`src/rtl/ex_issue_queue.sv`:
```
// Execute-stage issue queue: in-order FIFO feeding a combinational fast unit
// or a start/done slow unit, with a registered result stage toward memory.
module ex_issue_queue #(
    parameter int XLEN  = 64,
    parameter int DEPTH = 2
) (
    input  logic            clk,
    input  logic            rst_n,
    input  logic            i_dec_req,
    output logic            o_dec_ack,
    input  logic [XLEN-1:0] i_dec_pc,
    input  logic [31:0]     i_dec_inst,
    input  logic [7:0]      i_dec_opcode,
    input  logic [4:0]      i_dec_rd,
    input  logic            i_dec_rd_wen,
    input  logic [XLEN-1:0] i_dec_op1,
    input  logic [XLEN-1:0] i_dec_op2,
    input  logic [XLEN-1:0] i_dec_op3,
    input  logic            i_dec_slow,
    input  logic            i_irq_pending,
    input  logic [XLEN-1:0] i_irq_cause,
    input  logic            i_flush,
    output logic [7:0]      o_hd_opcode,
    output logic [XLEN-1:0] o_hd_pc,
    output logic [XLEN-1:0] o_hd_op1,
    output logic [XLEN-1:0] o_hd_op2,
    output logic [XLEN-1:0] o_hd_op3,
    input  logic [XLEN-1:0] i_fu_rd_wdata,
    input  logic            i_fu_pc_jmp,
    input  logic [XLEN-1:0] i_fu_pc_jmpaddr,
    output logic            o_su_start,
    output logic            o_su_irq,
    input  logic            i_su_done,
    output logic            o_su_ack,
    input  logic            i_su_pc_jmp,
    input  logic [XLEN-1:0] i_su_pc_jmpaddr,
    output logic            o_ex_req,
    input  logic            i_ex_ack,
    output logic [XLEN-1:0] o_ex_pc,
    output logic [31:0]     o_ex_inst,
    output logic [4:0]      o_ex_rd,
    output logic            o_ex_rd_wen,
    output logic [XLEN-1:0] o_ex_rd_wdata,
    output logic            o_ex_pc_jmp,
    output logic [XLEN-1:0] o_ex_pc_jmpaddr,
    output logic [XLEN-1:0] o_ex_intr_no
);

    localparam int AW = $clog2(DEPTH);
    localparam logic [AW:0] PTR_ONE = 1;

    typedef struct packed {
        logic [XLEN-1:0] pc;
        logic [31:0]     inst;
        logic [7:0]      opcode;
        logic [4:0]      rd;
        logic            rd_wen;
        logic [XLEN-1:0] op1;
        logic [XLEN-1:0] op2;
        logic [XLEN-1:0] op3;
        logic            slow;
    } entry_t;

    typedef enum logic {
        S_RUN  = 1'b0,
        S_SLOW = 1'b1
    } state_t;

    state_t state_q, state_d;

    entry_t      mem [DEPTH];
    entry_t      head, push_e;
    logic [AW:0] wr_ptr, rd_ptr;

    logic empty, full, push, out_free;
    logic dispatch, go_slow, go_fast, slow_done;

    logic [XLEN-1:0] sd_pc, sd_op1, sd_op2, sd_op3, sd_intr;
    logic [31:0]     sd_inst;
    logic [7:0]      sd_opcode;

    assign head  = mem[rd_ptr[AW-1:0]];
    assign empty = (wr_ptr == rd_ptr);
    assign full  = (wr_ptr[AW-1:0] == rd_ptr[AW-1:0]) &&
                   (wr_ptr[AW] != rd_ptr[AW]);

    assign o_dec_ack = rst_n & ~full & ~i_flush;
    assign push      = i_dec_req & o_dec_ack;
    assign out_free  = ~o_ex_req | i_ex_ack;

    assign dispatch  = (state_q == S_RUN) & ~empty & out_free;
    assign go_slow   = dispatch & (i_irq_pending | head.slow);
    assign go_fast   = dispatch & ~go_slow;
    assign slow_done = (state_q == S_SLOW) & i_su_done & out_free;
    assign o_su_ack  = rst_n & slow_done;

    assign push_e = '{
        pc:     i_dec_pc,
        inst:   i_dec_inst,
        opcode: i_dec_opcode,
        rd:     i_dec_rd,
        rd_wen: i_dec_rd_wen,
        op1:    i_dec_op1,
        op2:    i_dec_op2,
        op3:    i_dec_op3,
        slow:   i_dec_slow
    };

    always_ff @(posedge clk) begin
        if (push) mem[wr_ptr[AW-1:0]] <= push_e;
    end

    // Flush wins over push/pop; a dispatch this cycle still completes.
    always_ff @(posedge clk or negedge rst_n) begin
        if (!rst_n) begin
            wr_ptr <= '0;
            rd_ptr <= '0;
        end else if (i_flush) begin
            wr_ptr <= '0;
            rd_ptr <= '0;
        end else begin
            if (push)     wr_ptr <= wr_ptr + PTR_ONE;
            if (dispatch) rd_ptr <= rd_ptr + PTR_ONE;
        end
    end

    always_comb begin
        state_d = state_q;
        unique case (state_q)
            S_RUN:   if (go_slow)   state_d = S_SLOW;
            S_SLOW:  if (slow_done) state_d = S_RUN;
            default: state_d = S_RUN;
        endcase
    end

    always_ff @(posedge clk or negedge rst_n) begin
        if (!rst_n) state_q <= S_RUN;
        else        state_q <= state_d;
    end

    always_comb begin
        o_hd_opcode = '0;
        o_hd_pc     = '0;
        o_hd_op1    = '0;
        o_hd_op2    = '0;
        o_hd_op3    = '0;
        if (rst_n && state_q == S_SLOW) begin
            o_hd_opcode = sd_opcode;
            o_hd_pc     = sd_pc;
            o_hd_op1    = sd_op1;
            o_hd_op2    = sd_op2;
            o_hd_op3    = sd_op3;
        end else if (rst_n && !empty) begin
            o_hd_opcode = head.opcode;
            o_hd_pc     = head.pc;
            o_hd_op1    = head.op1;
            o_hd_op2    = head.op2;
            o_hd_op3    = head.op3;
        end
    end

    // Side register keeps the slow-unit entry after it leaves the FIFO.
    always_ff @(posedge clk or negedge rst_n) begin
        if (!rst_n) begin
            sd_pc      <= '0;
            sd_inst    <= '0;
            sd_opcode  <= '0;
            sd_op1     <= '0;
            sd_op2     <= '0;
            sd_op3     <= '0;
            sd_intr    <= '0;
            o_su_start <= 1'b0;
            o_su_irq   <= 1'b0;
        end else begin
            o_su_start <= go_slow;
            if (go_slow) begin
                sd_pc     <= head.pc;
                sd_inst   <= head.inst;
                sd_opcode <= head.opcode;
                sd_op1    <= head.op1;
                sd_op2    <= head.op2;
                sd_op3    <= head.op3;
                sd_intr   <= i_irq_pending ? i_irq_cause : '0;
                o_su_irq  <= i_irq_pending;
            end
        end
    end

    always_ff @(posedge clk or negedge rst_n) begin
        if (!rst_n) begin
            o_ex_req        <= 1'b0;
            o_ex_pc         <= '0;
            o_ex_inst       <= '0;
            o_ex_rd         <= '0;
            o_ex_rd_wen     <= 1'b0;
            o_ex_rd_wdata   <= '0;
            o_ex_pc_jmp     <= 1'b0;
            o_ex_pc_jmpaddr <= '0;
            o_ex_intr_no    <= '0;
        end else if (go_fast) begin
            o_ex_req        <= 1'b1;
            o_ex_pc         <= head.pc;
            o_ex_inst       <= head.inst;
            o_ex_rd         <= head.rd;
            o_ex_rd_wen     <= head.rd_wen;
            o_ex_rd_wdata   <= i_fu_rd_wdata;
            o_ex_pc_jmp     <= i_fu_pc_jmp;
            o_ex_pc_jmpaddr <= i_fu_pc_jmpaddr;
            o_ex_intr_no    <= '0;
        end else if (slow_done) begin
            o_ex_req        <= 1'b1;
            o_ex_pc         <= sd_pc;
            o_ex_inst       <= sd_inst;
            o_ex_rd         <= '0;
            o_ex_rd_wen     <= 1'b0;
            o_ex_rd_wdata   <= '0;
            o_ex_pc_jmp     <= i_su_pc_jmp;
            o_ex_pc_jmpaddr <= i_su_pc_jmpaddr;
            o_ex_intr_no    <= sd_intr;
        end else if (i_ex_ack) begin
            o_ex_req        <= 1'b0;
        end
    end

endmodule

```
`config.mk`:
```
export PLATFORM = sky130hd
export DESIGN_NAME = ex_issue_queue
export DESIGN_NICKNAME = d
export VERILOG_FILES = /design/src/rtl/ex_issue_queue.sv
export SDC_FILE = /design/constraint.sdc
export NUM_CORES = 2
export LEC_CHECK = 0
export ABC_AREA = 1
export CAP_MARGIN = 40
export CORE_AREA = 2 2 435 437
export CTS_CLUSTER_DIAMETER = 100
export DETAILED_ROUTE_END_ITERATION = 8
export DIE_AREA = 0 0 437 439
export GPL_ROUTABILITY_DRIVEN = 0
export GPL_TIMING_DRIVEN = 0
export PLACE_DENSITY = 0.47
export SYNTH_ARGS = -nofsm -noshare
export SYNTH_HDL_FRONTEND = slang
export SYNTH_SLANG_ARGS = --single-unit
```
`constraint.sdc`:
```
create_clock -name clk -period 26.5 [get_ports clk]
set_input_delay 3.975 -clock clk [delete_from_list [all_inputs] [get_ports clk]]
set_output_delay 3.975 -clock clk [all_outputs]
set_load 0.05 [all_outputs]
```
Word-level counts from Yosys, hierarchy flattened

Memories as Yosys holds them, arrays and structs flattened.
Cells that the tools add are included.
W data, S select, Z words.

Output and inout bits: 564
Bits in registers: 663
Input bits: 568
Bits in latches: 0
RAM bits: 606
Word-level logic and storage cells: 92
Memories: 1
Memory bits (read-only): 0

Memory list:

| name | depth | width | read ports | clocked after Yosys merged registers in | write ports | line | source |
|---|---|---|---|---|---|---|---|
| mem  | 2     | 303   | 1          | 0                                       | 1           | 71   | `entry_t mem [DEPTH];` |

Bitwise operators: 18
Mux-type cells: 39
Multipliers: 0
Add/sub/neg operators: 2
Div/mod/pow operators: 0
$lt $le $gt $ge: 0
Shift operators: 0
Reductions and logical operators: 8
Eq/ne operators: 3

Operator list:

| cell                  | count |
|---|---|
| $mux W64              | 17 |
| $mux W32              | 2 |
| $mux W8               | 2 |
| $mux W1               | 11 |
| $and A1 B1 Y1         | 10 |
| $mux W5               | 2 |
| $mux W2               | 4 |
| $not A1 Y1            | 6 |
| $reduce_bool A2 Y1    | 3 |
| $add A2 B1 Y2 const B | 2 |
| $logic_and A1 B1 Y1   | 3 |
| $reduce_bool A3 Y1    | 1 |
| $eq A2 B2 Y1          | 1 |
| $or A1 B1 Y1          | 2 |
| $pmux W1 S2           | 1 |
| $eq A1 B1 Y1          | 1 |
| $logic_not A1 Y1      | 1 |
| $ne A1 B1 Y1          | 1 |

Logic depth before layout (Yosys ltp)

Depth after elaboration: 8
Mapped depth: 11
Mapped depth without buffers: 8

Least setup slack after synthesis

Ideal clock, no wire load.

Path kind: input-to-reg
From: input port rst_n
To: memory mem[1][0] (netlist name) (enable)
Setup slack: 8.456 ns
Required time: 25.526 ns
Arrival time: 17.069 ns
Setup time: 0.974 ns
Cell stages on the path: 5
Path buffers: 1
Cell sequence: clkbuf_1 -> inv_1 -> nor2_1 -> nand3_1 -> nor2_1

Longest elaborated chain between the ends: 5

Ends and longest elaborated chain:

| element                       | line | source |
|---|---|---|
| start: declaration            | 8    | `input logic rst_n,` |
| $and A1 B1 Y1 (2 in a row)    | 87   | `assign o_dec_ack = rst_n & ~full & ~i_flush;` |
| $and A1 B1 Y1                 | 88   | `assign push = i_dec_req & o_dec_ack;` |
| $mux W1                       | 110  | `if (push) mem[wr_ptr[AW-1:0]] <= push_e;` |
| $mux W1 (not written as such) | 110  |  |
| end: declaration              | 71   |  |

Every way passes these cells.

Worst setup path in the final report

From: input port rst_n
To: output port o_hd_opcode[3]

Longest elaborated chain between the ends: 3
Elaborated cells between the ends (all ways): 4
Those cells by class: mux: 2; reduce/logical: 2

Ends and longest elaborated chain:

| element             | line | source |
|---|---|---|
| $logic_and A1 B1 Y1 | 153  | `end else if (rst_n && !empty) begin` |
| $mux W8             | 153  |  |
| $mux W8 (*)         | 147  | `if (rst_n && state_q == S_SLOW) begin` |
| end: declaration    | 23   | `output logic [7:0] o_hd_opcode,` |

Mark *: on every way between the ends. The rest lies on a longest branch, timed or not.

==> out/metrics.cfg <==
[outcome]
status=finished clean

[sta]
final.setup.tns_ns=0
slew_viol_final=0
clock.fmax_ghz=0.0816
report.final.setup_viol=0
timing.clock.skew_ns=0.0193
hold_ws_ns=0.478
grt_setup_unrepaired=no
tightest_slew_ns=0.895
report.final.hold_viol_count=0
maxSlewHeadroom=0.403
period_share=0.462
timing.final.crit_period_ns=12.25

[floorplan]
floorplan.initialDensity=0.285
die_height_um=439
std_cell_rows=159
floorplan.io_pins=1132
fp.dieArea_um2=192000
die_width_um=437
core-area_um2=187000

[detailed_routing]
firstDrtPassIters=5
drt_iter0_markers=3460
top_signal_layer_used=met5
drc_errors=0
wl_met1_um=85600
met2_wirelength_um=122000
wirelength_um=237000
ant_nets=0
avgRoutedWirePerCell_um=25.4
met3_wirelength_um=13100
route.vias.total=44316
detail_route.vias_per_cell=4.75

[cells_and_area]
design.final.nets=7225
layout.filler_cells=18647
final_core_util=0.395
drive_above_1_share=0.0744
area_growth_pct=38.5

[clock_tree]
ctsHoldBuffers=0
clk_latency_ns=0.80
post-cts-setup-buffer-count=0
cts_tree=done
root_buffer=sky130_fd_sc_hd__clkbuf_16
cts_buffer_count=152
postCtsResizedCells=0
clock_tree.htree_level_count=4
clk_pin_slew_worst_paths_ns=0.05
ctsLongestPathBuffers=3
cts.sink_count=1269

[synthesis]
avgSynthCellArea_um2=10.0
ys_ff_latch=1269
syn-num-nets=5895
synth.yosys.seq_area_share=0.652
synth_top_area_share=0.341
ys_warn_count=0
post_synth_most_frequent_cells=sky130_fd_sc_hd__nand2_1, sky130_fd_sc_hd__dfrtp_1, sky130_fd_sc_hd__edfxtp_1
post_synth_num_cell_types=26
syn_inst=5327
yosys.cell_count.top_type=sky130_fd_sc_hd__nand2_1
synth_largest_area_cell=sky130_fd_sc_hd__edfxtp_1
post_synth_instance_area_um2=53300
synth_top_cells_by_area=sky130_fd_sc_hd__edfxtp_1, sky130_fd_sc_hd__dfrtp_1, sky130_fd_sc_hd__nand2_1
yosys_most_used_dff=sky130_fd_sc_hd__dfrtp_1
synthArstFlopShare=0.522
number_of_synthesized_flops_with_an_enable_pin=606

[power_and_ir_drop]
p_clk_frac=0.228
share_comb_of_total_power=0.462
seq_power_share=0.309
power.share.switching=0.456
power.leakage_nw=31.3
power.switching_mw=4.25
power_density_nw_per_um2=126
internal-power_mw=5.06
power.ir.vdd_worst_mv=0.117

[job]
drv_cap=0

[critical_path]
critPathRequiredTime_ns=22.52
worst-path-buf-inv=7
worst-path-max-fanout=94
critical_path_arrival_ns=8.28
start_kind=primary input
path_cells=buf_8, buf_16, clkbuf_1, clkbuf_1, buf_8, clkbuf_1, nand3_1, o21ai_0, clkdlybuf4s50_1
crit_family=buffers and inverters
cp_common_cell=sky130_fd_sc_hd__clkbuf_1
cp_slowest_cell=sky130_fd_sc_hd__clkdlybuf4s50_1
worst_setup_path_end_kind=primary output
max_stage_delay_ns=1.06
worst_setup_path_class=primary input to primary output

[place]
place.detailed.hpwl_um=181000
placement.io_buffers=1131

[global_route]
grt_first_pass_wirelength_um=331000
number_of_global_route_vias_before_repair=44221
grt_util_all_layers=0.241
grt_antenna_before_repair=89
grt_start_max_net_pins=101
globalRoute.totalOverflow=0

[min_path]
timing.hold.worst.class=register to register

-- path summary, 6_finish.rpt --
check | startpoint | slack, ns | to | cells past startpoint
max in group asynchronous | rst_n | 21.60 | sd_intr[24]$_DFFE_PN0P_ | 4
hold reg to reg | sd_op2[50]$_DFFE_PN0P_ | 0.48 | sd_op2[50]$_DFFE_PN0P_ | 2
setup / recovery | rst_n | 14.25 | o_hd_opcode[3] | 9
min in group asynchronous | rst_n | 3.09 | o_ex_pc_jmpaddr[57]$_DFFE_PN0P_ | 1
setup reg to reg | rd_ptr[0]$_DFFE_PN0P_ | 23.33 | mem[0][11]$_DFFE_PP_ | 9
hold / removal | sd_op2[50]$_DFFE_PN0P_ | 0.48 | sd_op2[50]$_DFFE_PN0P_ | 2
-- registers in the layout, indices dropped and copies added (netlist names), 8 cells and up --
| name | cells |
|---|---|
| mem | 606 |
| o_ex_intr_no | 64 |
| o_ex_pc | 64 |
| o_ex_pc_jmpaddr | 64 |
| o_ex_rd_wdata | 64 |
| sd_intr | 64 |
| sd_op1 | 64 |
| sd_op2 | 64 |
| sd_op3 | 64 |
| sd_pc | 64 |
| o_ex_inst | 32 |
| sd_inst | 32 |
| sd_opcode | 8 |
-- kinds of logic after synthesis --
group / count (synthesis) / share of synthesized area
simple gates: 2604 / 0.204
flops: 1269 / 0.652
compound gates: 670 / 0.0629
buf+inv: 636 / 0.0534
mux: 146 / 0.0274
xor+xnor: 2 / 0.000329
-- cell type report --
class	instances	area, um^2	share of cell area
Antenna cell	48	120	0.00163
Buffer	397	1950	0.0264
Clock buffer	219	4330	0.0586
Clock inverter	65	731	0.00989
Inverter	239	907	0.0123
Multi-Input combinational cell	3422	15700	0.213
Sequential cell	1269	34800	0.471
Tap cell	2495	3120	0.0423
Timing Repair Buffer	1176	12200	0.165
-- worst reg2reg max path, cell delays in order, from the launching register on --
cell	delay, ns
sky130_fd_sc_hd__dfrtp_1	0.33
sky130_fd_sc_hd__buf_4	0.21
sky130_fd_sc_hd__inv_4	0.13
sky130_fd_sc_hd__nand2_1	0.10
sky130_fd_sc_hd__nand2_2	0.07
sky130_fd_sc_hd__nand2_1	0.11
sky130_fd_sc_hd__nand4_1	0.23
sky130_fd_sc_hd__inv_8	0.57
sky130_fd_sc_hd__buf_16	0.54
sky130_fd_sc_hd__buf_16	0.40
-- per-stage QoR --
stage | power, mW | instance area (um^2) | std cells | setup slack (ns)
after floorplan | 5.42 | 53300 | 5327 | 8.46
after global placement | 7.24 | 67800 | 8953 | -29.52
after detailed placement | 7.26 | 68700 | 8998 | 14.11
after CTS | 9.42 | 73700 | 9282 | 14.10
after global routing | 9.76 | 73800 | 9320 | 13.95
final | 9.31 | 73900 | 9330 | 14.25
-- power groups by stage --
| stage | clock network, mW | logic [mW] | registers [mW] |
|---|---|---|---|
| final | 2.13 | 4.31 | 2.88 |
| after global routing | 2.26 | 4.58 | 2.93 |
| after CTS | 2.18 | 4.37 | 2.87 |
| after detailed placement | 0 | 4.36 | 2.91 |
| after global placement | 0 | 4.31 | 2.93 |
| after floorplan | 0 | 1.87 | 3.55 |
-- cells in the final DEF (no fill, tap or decap), types with 17 or more instances in the layout --
master | Yosys | routed
sky130_fd_sc_hd__nand3_1 | 500 | 500
sky130_fd_sc_hd__buf_4 | 39 | 40
sky130_fd_sc_hd__inv_1 | 235 | 234
sky130_fd_sc_hd__clkinv_1 | 0 | 18
sky130_fd_sc_hd__clkbuf_1 | 165 | 207
sky130_fd_sc_hd__clkbuf_16 | 0 | 154
sky130_fd_sc_hd__diode_2 | 0 | 48
sky130_fd_sc_hd__buf_6 | 13 | 17
sky130_fd_sc_hd__buf_2 | 170 | 170
sky130_fd_sc_hd__o21ai_0 | 412 | 411
sky130_fd_sc_hd__nand2_1 | 1925 | 1925
sky130_fd_sc_hd__clkinv_2 | 0 | 17
sky130_fd_sc_hd__clkbuf_8 | 0 | 23
sky130_fd_sc_hd__mux2i_1 | 146 | 146
sky130_fd_sc_hd__dfrtp_1 | 663 | 663
sky130_fd_sc_hd__clkdlybuf4s50_1 | 0 | 1130
sky130_fd_sc_hd__nand4_1 | 164 | 164
sky130_fd_sc_hd__edfxtp_1 | 606 | 606
sky130_fd_sc_hd__o21ai_1 | 258 | 259
-- per-layer routing --
layer	GRT usage	vias up
met2	0.429	1511
met1	0.255	21630
met4	0.159	30
met3	0.0528	514
li1	-	20631
met5	0	-
No activity file was read; power rests on OpenSTA's default activity.
